$ cat src/rtl/gray_pkg.sv
`default_nettype none
// +--------------------------------------------------------------------+
// | Module   : gray_pkg                                                |
// | Purpose  : Gray/binary conversion helpers shared by the Gray bank  |
// | Revision : 1.0                                                     |
// +--------------------------------------------------------------------+
package gray_pkg;

   localparam int GRAY_MAX_WIDTH = 16;

   // Arguments are zero-extended to GRAY_MAX_WIDTH. Callers truncate the result back.
   function automatic logic [GRAY_MAX_WIDTH-1:0] bin2gray(input logic [GRAY_MAX_WIDTH-1:0] bin);
      return bin ^ (bin >> 1);
   endfunction

   function automatic logic [GRAY_MAX_WIDTH-1:0] gray2bin(input logic [GRAY_MAX_WIDTH-1:0] gray);
      logic [GRAY_MAX_WIDTH-1:0] bin;
      bin[GRAY_MAX_WIDTH-1] = gray[GRAY_MAX_WIDTH-1];
      for (int i = GRAY_MAX_WIDTH - 2; i >= 0; i--) begin
         bin[i] = bin[i+1] ^ gray[i];
      end
      return bin;
   endfunction

endpackage
`default_nettype wire

$ cat src/rtl/gray_counter_channel.sv
`default_nettype none
// +--------------------------------------------------------------------+
// | Module   : gray_counter_channel                                    |
// | Purpose  : One binary counter of the Gray bank, with up/down/load  |
// |            and wrap strobe. GRAY_BANK_SATURATE_EN: clamp at ends.  |
// | Revision : 1.0                                                     |
// +--------------------------------------------------------------------+
module gray_counter_channel #(
   parameter int WIDTH = 2
) (
   input  logic             clk,
   input  logic             not_reset,
   input  logic             sel,
   input  logic             load,
   input  logic             en,
   input  logic             up,
   input  logic [WIDTH-1:0] load_bin,
   output logic [WIDTH-1:0] cnt,
   output logic             wrap_strobe
);

   localparam logic [WIDTH-1:0] c_cnt_max = {WIDTH{1'b1}};
   localparam logic [WIDTH-1:0] c_cnt_min = {WIDTH{1'b0}};

   logic [WIDTH-1:0] r_cnt;
   logic [WIDTH-1:0] w_next;
   logic             w_wrap;

   always_comb begin
      w_next = r_cnt;
      w_wrap = 1'b0;
      if (sel) begin
         if (load) begin
            w_next = load_bin;
         end else if (en) begin
            if (up) begin
               w_wrap = (r_cnt == c_cnt_max);
`ifdef GRAY_BANK_SATURATE_EN
               if (!w_wrap) w_next = r_cnt + 1'b1;
`else
               w_next = r_cnt + 1'b1;
`endif
            end else begin
               w_wrap = (r_cnt == c_cnt_min);
`ifdef GRAY_BANK_SATURATE_EN
               if (!w_wrap) w_next = r_cnt - 1'b1;
`else
               w_next = r_cnt - 1'b1;
`endif
            end
         end
      end
   end

   always_ff @(posedge clk) begin
      if (!not_reset) r_cnt <= '0;
      else            r_cnt <= w_next;
   end

   assign cnt         = r_cnt;
   assign wrap_strobe = w_wrap;

endmodule
`default_nettype wire

$ cat src/rtl/gray_counter_bank.sv
`default_nettype none
// +--------------------------------------------------------------------+
// | Module   : gray_counter_bank                                       |
// | Purpose  : NUM_CH Gray counters, shared update port, one read port |
// |            Option macro: GRAY_BANK_SATURATE_EN (clamp, no wrap).   |
// | Revision : 1.0                                                     |
// +--------------------------------------------------------------------+
module gray_counter_bank
   import gray_pkg::*;
#(
   parameter  int WIDTH  = 2,
   parameter  int NUM_CH = 4,
   localparam int SEL_W  = (NUM_CH > 1) ? $clog2(NUM_CH) : 1
) (
   input  logic             clk,
   input  logic             not_reset,
   input  logic             en,
   input  logic             up,
   input  logic [SEL_W-1:0] ch,
   input  logic             load,
   input  logic [WIDTH-1:0] load_gray,
   input  logic [SEL_W-1:0] rd_ch,
   output logic [WIDTH-1:0] rd_value,
   output logic [WIDTH-1:0] rd_bin,
   output logic             wrap
);

   logic [NUM_CH-1:0] w_sel;
   logic [NUM_CH-1:0] w_wrap_strobe;
   logic [WIDTH-1:0]  w_cnt [NUM_CH];
   logic [WIDTH-1:0]  w_load_bin;
   logic [WIDTH-1:0]  w_rd_bin;
   logic              r_wrap;

   // Convert once here so every channel shares a single gray2bin tree.
   assign w_load_bin = WIDTH'(gray2bin(GRAY_MAX_WIDTH'(load_gray)));

   genvar i;
   for (i = 0; i < NUM_CH; i++) begin : g_ch
      assign w_sel[i] = (ch == SEL_W'(i));

      gray_counter_channel #(
         .WIDTH (WIDTH)
      ) u_channel (
         .clk         (clk),
         .not_reset   (not_reset),
         .sel         (w_sel[i]),
         .load        (load),
         .en          (en),
         .up          (up),
         .load_bin    (w_load_bin),
         .cnt         (w_cnt[i]),
         .wrap_strobe (w_wrap_strobe[i])
      );
   end

   always_ff @(posedge clk) begin
      if (!not_reset) r_wrap <= 1'b0;
      else            r_wrap <= |w_wrap_strobe;
   end

   // Out-of-range rd_ch matches no channel and reads as zero.
   always_comb begin
      w_rd_bin = '0;
      for (int k = 0; k < NUM_CH; k++) begin
         if (rd_ch == SEL_W'(k)) w_rd_bin = w_cnt[k];
      end
   end

   assign rd_bin   = w_rd_bin;
   assign rd_value = WIDTH'(bin2gray(GRAY_MAX_WIDTH'(w_rd_bin)));
   assign wrap     = r_wrap;

endmodule
`default_nettype wire
$ cat config.mk
export PLATFORM = sky130hd
export DESIGN_NAME = gray_counter_bank
export DESIGN_NICKNAME = d
export VERILOG_FILES = /design/src/rtl/gray_pkg.sv /design/src/rtl/gray_counter_channel.sv /design/src/rtl/gray_counter_bank.sv
export SDC_FILE = /design/constraint.sdc
export NUM_CORES = 1
export LEC_CHECK = 0
export ABC_AREA = 0
export CORE_ASPECT_RATIO = 1.5
export CORE_MARGIN = 2
export CORE_UTILIZATION = 30
export CTS_CLUSTER_DIAMETER = 150
export DETAILED_ROUTE_END_ITERATION = 7
export MAX_ROUTING_LAYER = met4
export SYNTH_ARGS = -nofsm -noshare
export SYNTH_HDL_FRONTEND = slang
export SYNTH_SLANG_ARGS = --single-unit
export TNS_END_PERCENT = 100
$ cat constraint.sdc
create_clock -name clk -period 1.4 [get_ports clk]
set_clock_uncertainty 0.15 [all_clocks]
set_input_delay 0.28 -clock clk [delete_from_list [all_inputs] [get_ports clk]]
set_output_delay 0.28 -clock clk [all_outputs]
set_load 0.1 [all_outputs]
==> results of run 1 <==
==> cell type report <==
type	count	area [sq um]
Clock buffer	4	26.3
Multi-Input combinational cell	62	513
Sequential cell	9	188
Inverter	1	3.75
Tap cell	22	27.5
Fill cell	187	866
Timing Repair Buffer	41	403
==> cells by family after synthesis <==
kind of cell | count (synthesis) | synth area share [%]
AND/OR/NAND/NOR | 28 | 22.7
AO/OA/AOI/OAI | 26 | 28.7
flip-flops | 9 | 28.1
XOR/XNOR | 6 | 8.20
buffers and inverters | 4 | 5.27
multiplexers | 2 | 7.03
==> state kept, by name (all words and copies together) (netlist names) <==
name and count:
wrap 1, g_ch.u_channel.cnt 8
==> critical path: stages (launching register included) <==
cell and delay, ns:
dfxtp_2 0.32, mux4_2 0.54, xor2_4 0.21, buf_12 0.19
==> synth_stat cells (3+ instances only) <==
master	instances	area, sq um
nor3_1	3	15.0
nand2_1	7	26.3
o21ai_0	3	15.0
xor2_1	4	35.0
nor2_1	5	18.8
nand2b_1	4	25.0
a21bo_2	3	30.0
a311oi_1	5	43.8
dfxtp_1	9	180
o31ai_1	3	22.5
a21oi_1	8	40.0
==> through the flow <==
stage	hold slack, ns	setup WS [ns]
6_report	0.382	-0.546
5_1_grt	0.414	-0.586
4_1_cts	0.375	-0.555
3_5_place_dp	0.415	-0.831
3_3_place_gp	0.408	-0.822
2_1_floorplan	0.255	-0.816
==> path summary, 6_finish.rpt <==
check	cells after the start	end
worst min-delay path	3	wrap$_SDFF_PN0_
worst max-delay path	3	rd_value[0]
worst max register to register	5	wrap$_SDFF_PN0_
worst min register to register	2	g_ch[2].u_channel.cnt[0]$_SDFFE_PN0P_
==> per-layer routing <==
metal	wire length [um]	up-vias
met3	86	4
met1	758	359
met2	1160	23
met5	0	-
li1	-	363
met4	44	0
==> power by group through the flow <==
stage / Combinational, uW / Sequential (uW) / Clock [uW]
global route: 421 / 282 / 228
finish: 396 / 281 / 209
CTS: 374 / 281 / 215
floorplan: 190 / 297 / 0
global placement: 352 / 286 / 0
detailed placement: 357 / 286 / 0
==> what timing repair did <==
action | 4_1_cts | 5_1_grt
gates cloned | 0 | 0
pin swaps | 8 | 9
setup buffers | 4 | 3
endpoints found under the setup margin | 13 | 11
gates resized for setup | 22 | 12
endpoints found under the hold margin | 0 | 0
hold buffers | 0 | 0
==> flow_summary.toml, run 1 <==
[floorplanning]
die-width_um = 41.7
start_util_pct = 31.6
core.rowCount = 20
ioPinCount = 16
dieArea_sq_um = 2530
core_area_sq_um = 2030
die_y_um = 60.6

[timing]
period_share_pct = 139
hold_violations = 0
max_freq_ghz = 0.514
fin_setup_tns_ns = -2.10
rsz0062_at_grt = "true"
relSlewSlack_pct = 79.4
min_period_ns = 1.95
fin_ws_ns = -0.546
slew_viol_final = 0
finalSetupViolations = 5
worstMarginPinSlew_ns = 0.309

[final_layout]
antenna_cells = 0
final_common_cell = "buf_4"
syn2layout_area_growth_pct = 81.2
layout_common_cells = "buf_4 (21), a21oi_1 (6), nand2_1 (6), dfxtp_2 (6)"
nets = 129
fin_area_sq_um = 1160
drive_gt1_share_pct = 52.1
fin_util_pct = 57.3
fin_cells = 139

[worst_setup_path]
setup.worst_path.end_class = "output pin"
critical_path_class = "register to output pin"
cp_max_fo = 2
rrSetupSlack_ns = -0.14
r2r_start = "g_ch[2].u_channel.cnt[1]$_SDFFE_PN0P_"
critPathLaunchType = "register"
worstPathArrival_ns = 1.52
crit_required_ns = 0.97
crit_path_start = "g_ch[3].u_channel.cnt[0]$_SDFFE_PN0P_"

[hold_path]
holdCritStartpoint = "load"
hp-class = "primary input to register"

[route]
detail_route.wirelength_mm = 2.05
drc = 0
drt-pass1-iter-count = 4
num_vias = 749
drt.antenna.violating_nets = 0
wl_per_cell_um = 14.7
drtIter0Drc = 15
vias_per_cell = 5.39

[yosys]
synthesis.nets = 86
ys_seq_area_share_pct = 28.1
async_flop_share_pct = 0
yosysWarnings = 0
syn_inst = 75
synthDistinctLibCells = 26
synth-main-ff-cell = "dfxtp_1"
synth.ff_latch_count = 9
synth_area_sq_um = 641
synth-edff-count = 0
avgSynthCellArea_sq_um = 8.54

[power]
powerDensity_nw_per_um2 = 763
p_leak_uw = 0.000492
p_clk_share_pct = 23.6
vdd_drop_max_uv = 475
seqPwrFrac_pct = 31.7
switching_share_pct = 36.1
intPower_uw = 566
power_frac_comb_pct = 44.7
finalPower_uw = 886
switchingPower_uw = 319

[cts]
clock_path_buffers = 2
tritoncts = "built"
clk_pin_slew_worst_paths_ns = 0.07
htreeDepth = 1
clockRootBuffer = "clkbuf_4"
clock_sinks = 9
cts_buffers = 3
clock_latency_ns = 0.26

[global_routing]
antenna_found_initial = 0
grt_util_met2_pct = 32.4
grtUsageMet1_pct = 17.9
grtUsageTotal_pct = 17.6
grt.met3_usage_pct = 2.68
grt_pass1_wl_mm = 3.22
grt_pass1_vias = 706
grt_busiest_layer = "met2"
grt.overflow.total = 0
grt_max_degree = 9

[place]
dp.cells = 131
io_buffers = 15
gp_congestion = 0.770
hpwlAfterDp_mm = 1.47
placed_area_sq_um = 1030

[status]
outcome = "complete, but fails checks"
failed_checks = "setup timing"

[flow_run]
cap_violations = 0
Note: power is estimated with default switching activity, not from simulation.
==> run 2: changes to the inputs <==
--- a/config.mk
+++ b/config.mk
@@ -6,12 +6,15 @@
 export NUM_CORES = 1
 export LEC_CHECK = 0
 export ABC_AREA = 0
+export CELL_PAD_IN_SITES_DETAIL_PLACEMENT = 1
+export CELL_PAD_IN_SITES_GLOBAL_PLACEMENT = 2
 export CORE_ASPECT_RATIO = 1.5
 export CORE_MARGIN = 2
-export CORE_UTILIZATION = 30
+export CORE_UTILIZATION = 24
 export CTS_CLUSTER_DIAMETER = 150
 export DETAILED_ROUTE_END_ITERATION = 7
 export MAX_ROUTING_LAYER = met4
+export PLACE_DENSITY_LB_ADDON = 0.1
 export SYNTH_ARGS = -nofsm -noshare
 export SYNTH_HDL_FRONTEND = slang
 export SYNTH_SLANG_ARGS = --single-unit
==> run 2 against run 1 <==
  * The flow still finishes with violations (setup timing)
  * Critical path depth is the same
  * Largest power group unchanged
  * Sequential share of layout area is 0.070 points higher
  * Hold slack worse by 0.0034 ns
  * Cell area down 0.43%
  * Highest routed layer unchanged
  * Maximum frequency shrank 1.2%
  * Clock power barely moved
  * Wire length increased by 7.9%
  * Global-route usage increased by 0.52 points
  * Clock-buffer cell count unchanged
  * Cell count is 5.0% higher
==> flow_summary.toml, run 2 (synthesis results as in run 1) <==
[global_routing]
antenna_found_initial = 0
grt.overflow.total = 0
grt.met3_usage_pct = 2.67
grtUsageTotal_pct = 18.1
grt_busiest_layer = "met2"
grt_util_met2_pct = 31.6
grt_pass1_wl_mm = 3.78
grtUsageMet1_pct = 18.8
grt_pass1_vias = 800
grt_max_degree = 11

[timing]
slew_viol_final = 0
min_period_ns = 1.97
worstMarginPinSlew_ns = 0.367
period_share_pct = 141
holdWs_ns = 0.378
max_freq_ghz = 0.508
hold_violations = 0
rsz0062_at_grt = "true"
fin_ws_ns = -0.569
finalSetupViolations = 5
relSlewSlack_pct = 75.5

[route]
drt-pass1-iter-count = 2
drtIter0Drc = 9
detail_route.wirelength_mm = 2.21
drt.antenna.violating_nets = 0
drc = 0
num_vias = 722
wl_per_cell_um = 15.1
vias_per_cell = 4.95

[cts]
postCtsHoldBufs = 0
clk_pin_slew_worst_paths_ns = 0.07
tritoncts = "built"
htreeDepth = 1
clock_sinks = 9
clock_latency_ns = 0.26
clockRootBuffer = "clkbuf_4"
cts_buffers = 3
clock_path_buffers = 2

[status]
outcome = "complete, but fails checks"
failed_checks = "setup timing"

[floorplanning]
dieArea_sq_um = 3110
ioPinCount = 16
core.rowCount = 22
start_util_pct = 25.6
core_area_sq_um = 2500
die_y_um = 67.3
die-width_um = 46.2

[power]
power_frac_comb_pct = 44.1
seqPwrFrac_pct = 31.9
intPower_uw = 559
p_clk_share_pct = 24.0
switchingPower_uw = 326
switching_share_pct = 36.8
vdd_drop_max_uv = 377
p_leak_uw = 0.000478
powerDensity_nw_per_um2 = 765

[worst_setup_path]
critPathLaunchType = "register"
setup.worst_path.end_class = "output pin"
worstPathArrival_ns = 1.54
cpMaxStageDelayCell = "mux4_2"
crit_required_ns = 0.97
worst_path_largest_cell_delay_ns = 0.54
cp_max_fo = 2
path_cells = "mux4_2 > xor2_4 > buf_12"
critical_path_class = "register to output pin"

[place]
gp_congestion = 0.774
io_buffers = 15
hpwlAfterDp_mm = 1.76
post-place-ws_ns = -0.850

[final_layout]
largest_register_ffs = 8
layout_common_cells = "buf_4 (15), a21oi_1 (7), dfxtp_2 (6), dlygate4sd2_1 (6), buf_12 (5)"
drive_gt1_share_pct = 54.5
antenna_cells = 0
syn2layout_area_growth_pct = 80.5
final_common_cell = "buf_4"
fin_util_pct = 46.2
nets = 122

[hold_path]
hp-class = "primary input to register"

[flow_run]
cap_violations = 0
## run 2: area by class of cell
class                   count  area, sq um
clock buffers               4         26.3
fillers                   295         1350
repair buffers             34          353
well taps                  36         45.0
inverters                   1         3.75
multi-input cells          62          541
flip-flops and latches      9          188
## run 2: power by group through the flow
| stage | clock [uW] | combinational (uW) | sequential [uW] |
|---|---|---|---|
| final | 212 | 390 | 283 |
| after global routing | 232 | 417 | 285 |
| after CTS | 223 | 368 | 283 |
| after detailed placement | 0 | 354 | 287 |
| after global placement | 0 | 346 | 287 |
| after floorplan | 0 | 190 | 297 |
## run 2: stage by stage
step / total power (uW) / TNS, ns / cells / area (sq um)
floorplan: 487 / -1.53 / 75 / 663
detailed placement: 641 / -6.80 / 141 / 1010
finish: 885 / -2.16 / 146 / 1160
global route: 934 / -2.43 / 146 / 1160
global placement: 634 / -6.43 / 141 / 1010
CTS: 874 / -2.23 / 146 / 1090
## run 2: timing repair
action,4_1_cts,5_1_grt
hold endpoints to repair,0,0
pin swaps,5,5
setup endpoints to repair,13,11
resized for setup,23,14
buffers inserted,2,0
## run 2: worst paths after layout
kind                                                            start                                    end  slack (ns)  cells after the start
worst max-delay path            g_ch[3].u_channel.cnt[0]$_SDFFE_PN0P_                            rd_value[0]       -0.57                      3
worst min-delay path                                             load                        wrap$_SDFF_PN0_        0.38                      3
worst max register to register  g_ch[2].u_channel.cnt[0]$_SDFFE_PN0P_                        wrap$_SDFF_PN0_       -0.11                      5
worst min register to register  g_ch[0].u_channel.cnt[0]$_SDFFE_PN0P_  g_ch[0].u_channel.cnt[0]$_SDFFE_PN0P_        0.44                      2
## run 2: layer usage
metal	wire length [um]	up-vias
met2	1240	13
met3	80	4
li1	-	348
met1	855	357
met5	0	-
met4	34	0
## run 2: worst max-delay path, delay by kind of cell, from the launching register on
| kind | cells | cell delay (ns) |
|---|---|---|
| xor+xnor | 1 | 0.21 |
| buf+inv | 1 | 0.19 |
| flops | 1 | 0.33 |
| mux | 1 | 0.54 |
